**config.mk**
```make
export PLATFORM = sky130hd
export DESIGN_NAME = if_id_pipe_reg
export DESIGN_NICKNAME = d
export VERILOG_FILES = /design/src/rtl/if_id_pipe_reg_pkg.sv /design/src/rtl/if_id_pipe_reg_skid_buf.sv /design/src/rtl/if_id_pipe_reg.sv
export SDC_FILE = /design/constraint.sdc
export NUM_CORES = 1
export LEC_CHECK = 0
export CORE_MARGIN = 3
export CORE_UTILIZATION = 54
export CTS_CLUSTER_DIAMETER = 60
export CTS_CLUSTER_SIZE = 28
export DETAILED_ROUTE_END_ITERATION = 10
export GPL_TIMING_DRIVEN = 0
export PLACE_DENSITY = 0.86
export SLEW_MARGIN = 20
export SYNTH_ARGS = -nofsm -noshare
export SYNTH_HDL_FRONTEND = slang
export SYNTH_SLANG_ARGS = --single-unit
export TNS_END_PERCENT = 100
```
**constraint.sdc**
```tcl
create_clock -name clk -period 3.6 [get_ports clk]
set_input_delay 0.36 -clock clk [delete_from_list [all_inputs] [get_ports clk]]
set_output_delay 0.36 -clock clk [all_outputs]
set_load 0.005 [all_outputs]
```
**src/rtl/if_id_pipe_reg_pkg.sv**
```systemverilog
// rtl/if_id_pipe_reg_pkg.sv - shared widths, bubble encoding, sideband indices and occupancy states for the IF/ID register
package if_id_pipe_reg_pkg;

    localparam int unsigned ADDR_W_DEF = 32;
    localparam int unsigned INST_W_DEF = 32;
    localparam int unsigned SIDE_W_DEF = 2;

    // addi x0,x0,0
    localparam logic [31:0] NOP_INST_DEF = 32'h0000_0013;

    localparam int unsigned SIDE_PRED  = 0;
    localparam int unsigned SIDE_FAULT = 1;

    typedef enum logic [1:0] {
        OCC_EMPTY = 2'd0,
        OCC_FULL  = 2'd1,
        OCC_SKID  = 2'd2
    } occ_e;

endpackage

```
**src/rtl/if_id_pipe_reg_skid_buf.sv**
```systemverilog
// rtl/if_id_pipe_reg_skid_buf.sv - pipe_skid_buf: generic valid/ready skid buffer with flush (skid entry only with IF_ID_SKID_EN)
module pipe_skid_buf
    import if_id_pipe_reg_pkg::*;
#(
    parameter int unsigned W = 8
) (
    input  logic         clk,
    input  logic         rst_n,
    input  logic         flush_i,
    input  logic         in_valid_i,
    output logic         in_ready_o,
    input  logic [W-1:0] in_data_i,
    output logic         out_valid_o,
    input  logic         out_ready_i,
    output logic [W-1:0] out_data_o
);

    occ_e         state_q, state_d;
    logic [W-1:0] main_q, main_d;
    logic [W-1:0] skid_q, skid_d;
    logic         accept;
    logic         consume;

`ifdef IF_ID_SKID_EN
    // Ready is a flop so upstream never sees a path from out_ready_i.
    logic ready_q;

    always_ff @(posedge clk or negedge rst_n) begin
        if (!rst_n) begin
            ready_q <= 1'b1;
        end else begin
            ready_q <= (state_d != OCC_SKID);
        end
    end

    assign in_ready_o = ready_q;
`else
    assign in_ready_o = (state_q == OCC_EMPTY) || out_ready_i;
`endif

    assign out_valid_o = (state_q != OCC_EMPTY);
    assign out_data_o  = main_q;
    assign accept      = in_valid_i && in_ready_o && !flush_i;
    assign consume     = out_valid_o && out_ready_i;

    always_comb begin
        state_d = state_q;
        main_d  = main_q;
        skid_d  = skid_q;
        if (flush_i) begin
            state_d = OCC_EMPTY;
        end else begin
            case (state_q)
                OCC_EMPTY: begin
                    if (accept) begin
                        state_d = OCC_FULL;
                        main_d  = in_data_i;
                    end
                end
                OCC_FULL: begin
                    if (accept && consume) begin
                        main_d = in_data_i;
                    end else if (accept) begin
                        state_d = OCC_SKID;
                        skid_d  = in_data_i;
                    end else if (consume) begin
                        state_d = OCC_EMPTY;
                    end
                end
                OCC_SKID: begin
                    if (consume) begin
                        state_d = OCC_FULL;
                        main_d  = skid_q;
                    end
                end
                default: state_d = OCC_EMPTY;
            endcase
        end
    end

    // main_q is left untouched on flush so the last PC stays visible.
    always_ff @(posedge clk or negedge rst_n) begin
        if (!rst_n) begin
            state_q <= OCC_EMPTY;
            main_q  <= '0;
            skid_q  <= '0;
        end else begin
            state_q <= state_d;
            main_q  <= main_d;
            skid_q  <= skid_d;
        end
    end

endmodule

```
**src/rtl/if_id_pipe_reg.sv**
```systemverilog
// rtl/if_id_pipe_reg.sv - IF->ID pipeline register with valid/ready, flush and sideband; IF_ID_SKID_EN selects the 2-entry skid build
module if_id_pipe_reg
    import if_id_pipe_reg_pkg::*;
#(
    parameter int unsigned        ADDR_W   = ADDR_W_DEF,
    parameter int unsigned        INST_W   = INST_W_DEF,
    parameter int unsigned        SIDE_W   = SIDE_W_DEF,
    parameter logic [INST_W-1:0]  NOP_INST = INST_W'(NOP_INST_DEF)
) (
    input  logic              clk,
    input  logic              rst_n,
    input  logic              flush,
    input  logic              if_valid,
    output logic              if_ready,
    input  logic [ADDR_W-1:0] if_pc,
    input  logic [INST_W-1:0] if_inst,
    input  logic [SIDE_W-1:0] if_side,
    output logic              id_valid,
    input  logic              id_ready,
    output logic [ADDR_W-1:0] id_pc,
    output logic [INST_W-1:0] id_inst,
    output logic [SIDE_W-1:0] id_side
);

    localparam int unsigned PW = ADDR_W + INST_W + SIDE_W;

    logic [PW-1:0]     hold;
    logic [ADDR_W-1:0] hold_pc;
    logic [INST_W-1:0] hold_inst;
    logic [SIDE_W-1:0] hold_side;

    pipe_skid_buf #(
        .W (PW)
    ) u_buf (
        .clk         (clk),
        .rst_n       (rst_n),
        .flush_i     (flush),
        .in_valid_i  (if_valid),
        .in_ready_o  (if_ready),
        .in_data_i   ({if_pc, if_inst, if_side}),
        .out_valid_o (id_valid),
        .out_ready_i (id_ready),
        .out_data_o  (hold)
    );

    assign {hold_pc, hold_inst, hold_side} = hold;

    // Decode sees a bubble whenever nothing valid is held; the PC is not masked.
    assign id_pc   = hold_pc;
    assign id_inst = id_valid ? hold_inst : NOP_INST;
    assign id_side = id_valid ? hold_side : '0;

endmodule

```
Yosys cells after proc, flatten, opt, wreduce, memory -nomap -nowiden. Cells that the tools add are included.

Reduce and logical (&&, ||, !) cells: 12. Mux-type cells: 13. Bitwise logic cells: 2. Eq/ne operators: 9.

Operator list (count): $mux W66 (3); $pmux W66 S3 (1); $mux W32 (1); $mux W2 (7); $reduce_and A4 Y1 (2); $ne A2 B1 Y1 const B (3); $ne A3 B2 Y1 const B (2); $pmux W2 S3 (1); $reduce_and A5 Y1 (1); $logic_and A1 B1 Y1 (4); $ne A4 B2 Y1 const B (1); $ne A3 B3 Y1 const B (1); $reduce_bool A3 Y1 (1); $eq A2 B1 Y1 const B (1); $eq A2 B2 Y1 const B (1); $logic_not A2 Y1 (1); $not A1 Y1 (2); $reduce_bool A2 Y1 (1); $logic_not A1 Y1 (1); $logic_or A1 B1 Y1 (1).

Word-level logic and storage cells: 39. Input port bits: 71. Bits in registers: 134. Output and inout port bits: 68.

Longest topological paths before layout.
Depth in word-level cells: 8. Mapped depth: 6. Depth with buffers taken out: 3.

Cells and area by module. From an unflattened synthesis, not the netlist that was laid out.

Cell total of the unflattened synthesis: 395. Area total of the unflattened synthesis: 5810.6 um2.

Modules (own cells, without submodules): pipe_skid_buf (cells each 358, area each 5544.1 um2, sequential area each 3353.2 um2, times used 1); if_id_pipe_reg (cells each 37, area each 266.5 um2, sequential area each 0.0 um2, times used 1).

Worst setup path before layout. OpenSTA, ideal clock, no wires.

Path type: reg2reg. From: register u_buf.state_q[1]. To: register u_buf.main_q[47] (netlist: u_buf.out_data_o[47]). Data required time: 3475 ps. Arrival: 1484 ps. Library setup time: 125 ps. Buffers on the path: 3. Stages on the path, launching flop included: 7. Path slack: 1991 ps. Period minus slack after synthesis: 1609 ps. Path through: dfrtp_1 > nor2b_1 > buf_6 > buf_6 > buf_6 > mux2_2 > mux2_4.

Cells in the longest elaborated chain, start to end: 7. Elaborated cells on any way between the ends: 15. Those cells by class: eq/ne: 5; mux: 1; reduce/logical: 9.

RTL lines: start, declared (line if_id_pipe_reg_skid_buf.sv:18) `occ_e state_q, state_d;`; start signal, assigned (line if_id_pipe_reg_skid_buf.sv:88) `state_q <= state_d;`; $logic_not A2 Y1 (line if_id_pipe_reg_skid_buf.sv:38, if_id_pipe_reg_skid_buf.sv:53); $logic_or A1 B1 Y1 (line if_id_pipe_reg_skid_buf.sv:38) `assign in_ready_o = (state_q == OCC_EMPTY) || out_ready_i;`; $logic_and A1 B1 Y1 (2 in series) (line if_id_pipe_reg_skid_buf.sv:43) `assign accept = in_valid_i && in_ready_o && !flush_i;`; $logic_and A1 B1 Y1 (line if_id_pipe_reg_skid_buf.sv:61) `if (accept && consume) begin`; $ne A2 B1 Y1 (no line); $reduce_and A5 Y1 (no line); end signal, assigned (line if_id_pipe_reg_skid_buf.sv:89) `main_q <= main_d;`; end, declared (line if_id_pipe_reg_skid_buf.sv:19) `logic [W-1:0] main_q, main_d;`.

Several ways; a longest one is shown, not always the timed one. A chain may end at the register's enable or synchronous reset.

Worst setup path after layout.
From: register u_buf.state_q[1]. To: output port id_inst[4].

Cells in the longest elaborated chain, start to end: 2.

RTL lines: $reduce_bool A2 Y1 (line if_id_pipe_reg_skid_buf.sv:41) `assign out_valid_o = (state_q != OCC_EMPTY);`; $mux W32 (line if_id_pipe_reg.sv:50) `assign id_inst = id_valid ? hold_inst : NOP_INST;`; end, declared (line if_id_pipe_reg.sv:21) `output logic [INST_W-1:0] id_inst,`.

No other way between the ends.

==> results.json <==
{
  "status": "completed",
  "netlist-cell-type-count": 19,
  "path_cells": "nor2_1, clkbuf_1, or2_2, clkdlybuf4s50_1",
  "die_x_um": 110,
  "core-area_um2": 10400,
  "synth_fp_nets": 499,
  "gp_congestion": 0.748,
  "fin_util_pct": 77.3,
  "drt_iter0_markers": 115,
  "holdWs_ns": 0.373,
  "relSlewSlack_pct": 62.2,
  "rsz0062_at_grt": "no",
  "grt_max_degree": 69,
  "crit_buf_inv": 2,
  "drtAntennaViolNets": 0,
  "fin_nets": 658,
  "vias_per_cell": 4.85,
  "drv_cap": 0,
  "max_freq_mhz": 336,
  "wire_per_inst_um": 16.7,
  "cts_tree": "built",
  "fin_cells": 736,
  "fin_worst_skew_ns": 0.00571,
  "hpwl_um": 8370,
  "ctsHoldBuffers": 1,
  "vias": 3573,
  "drc_errors": 0,
  "area_growth_pct": 38.1,
  "yosysTopAreaCell": "dfrtp_1",
  "grt.total_usage_pct": 21.7,
  "required_ns": 3.24,
  "critPathTopFamily": "buffers and inverters",
  "cts_setup_buffers": 0,
  "worstSetupPathType": "flop to primary output",
  "tightest_slew_ns": 0.564,
  "drive_above_1_share_pct": 35.8,
  "postSynthCellCount": 428,
  "grt_overflow": 0,
  "initial_utilization_pct": 56.0,
  "row_count": 37,
  "arrival_ns": 2.62,
  "ir_drop_mv": 0.374,
  "leakage_uw": 0.00355,
  "cts_buffers": 17,
  "die_y_um": 110,
  "port_buffers": 138,
  "synth_area_per_cell_um2": 13.6,
  "clock-root-buffer": "clkbuf_8",
  "yosys_warnings": 0,
  "io_pins": 139,
  "crit_fanout": 10,
  "clkLatencyLatePin_ns": 0.53,
  "htree_levels": 4,
  "n_antenna_cell": 0,
  "cts_buffer_depth": 2,
  "grt_pass1_vias": 3900,
  "ys_seq_elements": 134,
  "cts_resized": 0,
  "crit_slowest_cell": "clkdlybuf4s50_1",
  "die_area_um2": 12100,
  "synthTopCellsByArea": "dfrtp_1 (58%), mux2_2 (22%), mux2_4 (4.6%)",
  "slowest_delay_ns": 0.53,
  "drt_wl_total_um": 12300,
  "synth_top_area_share_pct": 57.5,
  "hp-class": "input pin to async pin",
  "antenna_found_initial": 0,
  "pwr_density_cell_nw_per_um2": 524,
  "finalSetupViolations": 0,
  "fin_tns_setup_ns": 0,
  "crit_path_start_kind": "flop",
  "timing_hold_violations_final": 0,
  "grt_pass1_wl_um": 19400,
  "seq_area_frac_synth_pct": 57.5,
  "finalMaxSlewViolations": 0,
  "syn_area_um2": 5830,
  "dp.cells": 703,
  "end_kind": "primary output",
  "firstDrtPassIters": 4,
  "min_period_over_period_pct": 82.6,
  "nFillCells": 656,
  "min_period_ns": 2.98,
  "cts.sinks": 134,
  "clkSlewWorstSetupHoldPaths_ns": 0.06
}
==> synthesized netlist by cell type <==
cell       instances
mux2_2           112
mux2_1             2
buf_2              6
nor3b_1            1
mux2_4            18
buf_6              8
inv_1              1
clkbuf_1          69
or2_2              4
a21oi_1            1
dfrtp_1          134
nand2_1            1
nand4bb_1          1
mux2i_1            1
nor2b_1           33
buf_4             33
o31ai_2            1
o21bai_1           1
nor2_1             1
==> routing by layer <==
layer / GRT usage (%) / part of all wire (%)
met3: 8.69 / 8.0
met2: 34.7 / 49
met5: 0 / 0
met1: 26.2 / 41
met4: 8.99 / 1.8
==> final timing paths <==
kind                                   from              endpoint  slack (ns)  cells after the start
min in group clk           u_buf.skid_q[62]      u_buf.skid_q[62]        0.45                      1
setup / recovery           u_buf.state_q[1]            id_inst[4]        0.62                      4
hold reg to reg            u_buf.skid_q[62]      u_buf.skid_q[62]        0.45                      1
hold / removal                        rst_n  u_buf.out_data_o[45]        0.37                      2
setup reg to reg           u_buf.state_q[1]  u_buf.out_data_o[51]        1.74                      6
max in group asynchronous             rst_n       u_buf.skid_q[8]        2.53                      3
==> logic make-up after synthesis <==
| logic type | after synthesis | share of synthesized area, % |
|---|---|---|
| and+or+nand+nor | 41 | 4.42 |
| AOI/OAI and AO/OA | 3 | 0.429 |
| DFF | 134 | 57.5 |
| muxes | 133 | 26.8 |
| buffers and inverters | 117 | 10.8 |
==> power by group <==
group	switching, uW	internal, uW
registers	73.9	1640
logic	209	502
clock network	605	1180
==> worst reg2reg max path: cells and delay by family (launching register included) <==
kind          cells  cell delay (ns)
buf+inv           3             0.49
flops             1             0.42
mux               2             0.65
simple gates      1             0.19
==> area by class of cell <==
class	count	area [um2]	share of cell area (%)
Clock buffer	25	514	6.39
Multi-Input combinational cell	177	1850	22.9
Sequential cell	134	3350	41.6
Tap cell	136	170	2.11
Buffer	116	627	7.78
Clock inverter	7	114	1.41
Inverter	1	3.75	0.0466
Timing Repair Buffer	140	1420	17.7
==> per-stage QoR <==
step | total power, uW | cell area (um2) | setup WS [ns]
global placement | 2420 | 7380 | -2.88
CTS | 4260 | 8050 | 0.547
floorplan | 2080 | 5830 | 1.99
detailed placement | 2450 | 7410 | 1.14
global route | 4390 | 8050 | 0.369
finish | 4220 | 8050 | 0.625
==> cells in the final DEF (no fill, tap or decap), drive strengths merged <==
cell type	netlist	final
a21oi	1	1
buf	47	49
bufinv	0	3
clkbuf	69	94
clkdlybuf4s50	0	137
clkinv	0	4
dfrtp	134	134
dlygate4sd3	0	1
inv	1	1
mux2	132	132
mux2i	1	1
nand2	1	1
nand4bb	1	1
nor2	1	1
nor2b	33	33
nor3b	1	1
o21bai	1	1
o31ai	1	1
or2	4	4
==> sequential cells by signal, indices dropped and copies added, names as in the netlist <==
| register | flops |
|---|---|
| u_buf.out_data_o | 66 |
| u_buf.skid_q | 66 |
| u_buf.state_q | 2 |
(Power assumes the default switching activity.)
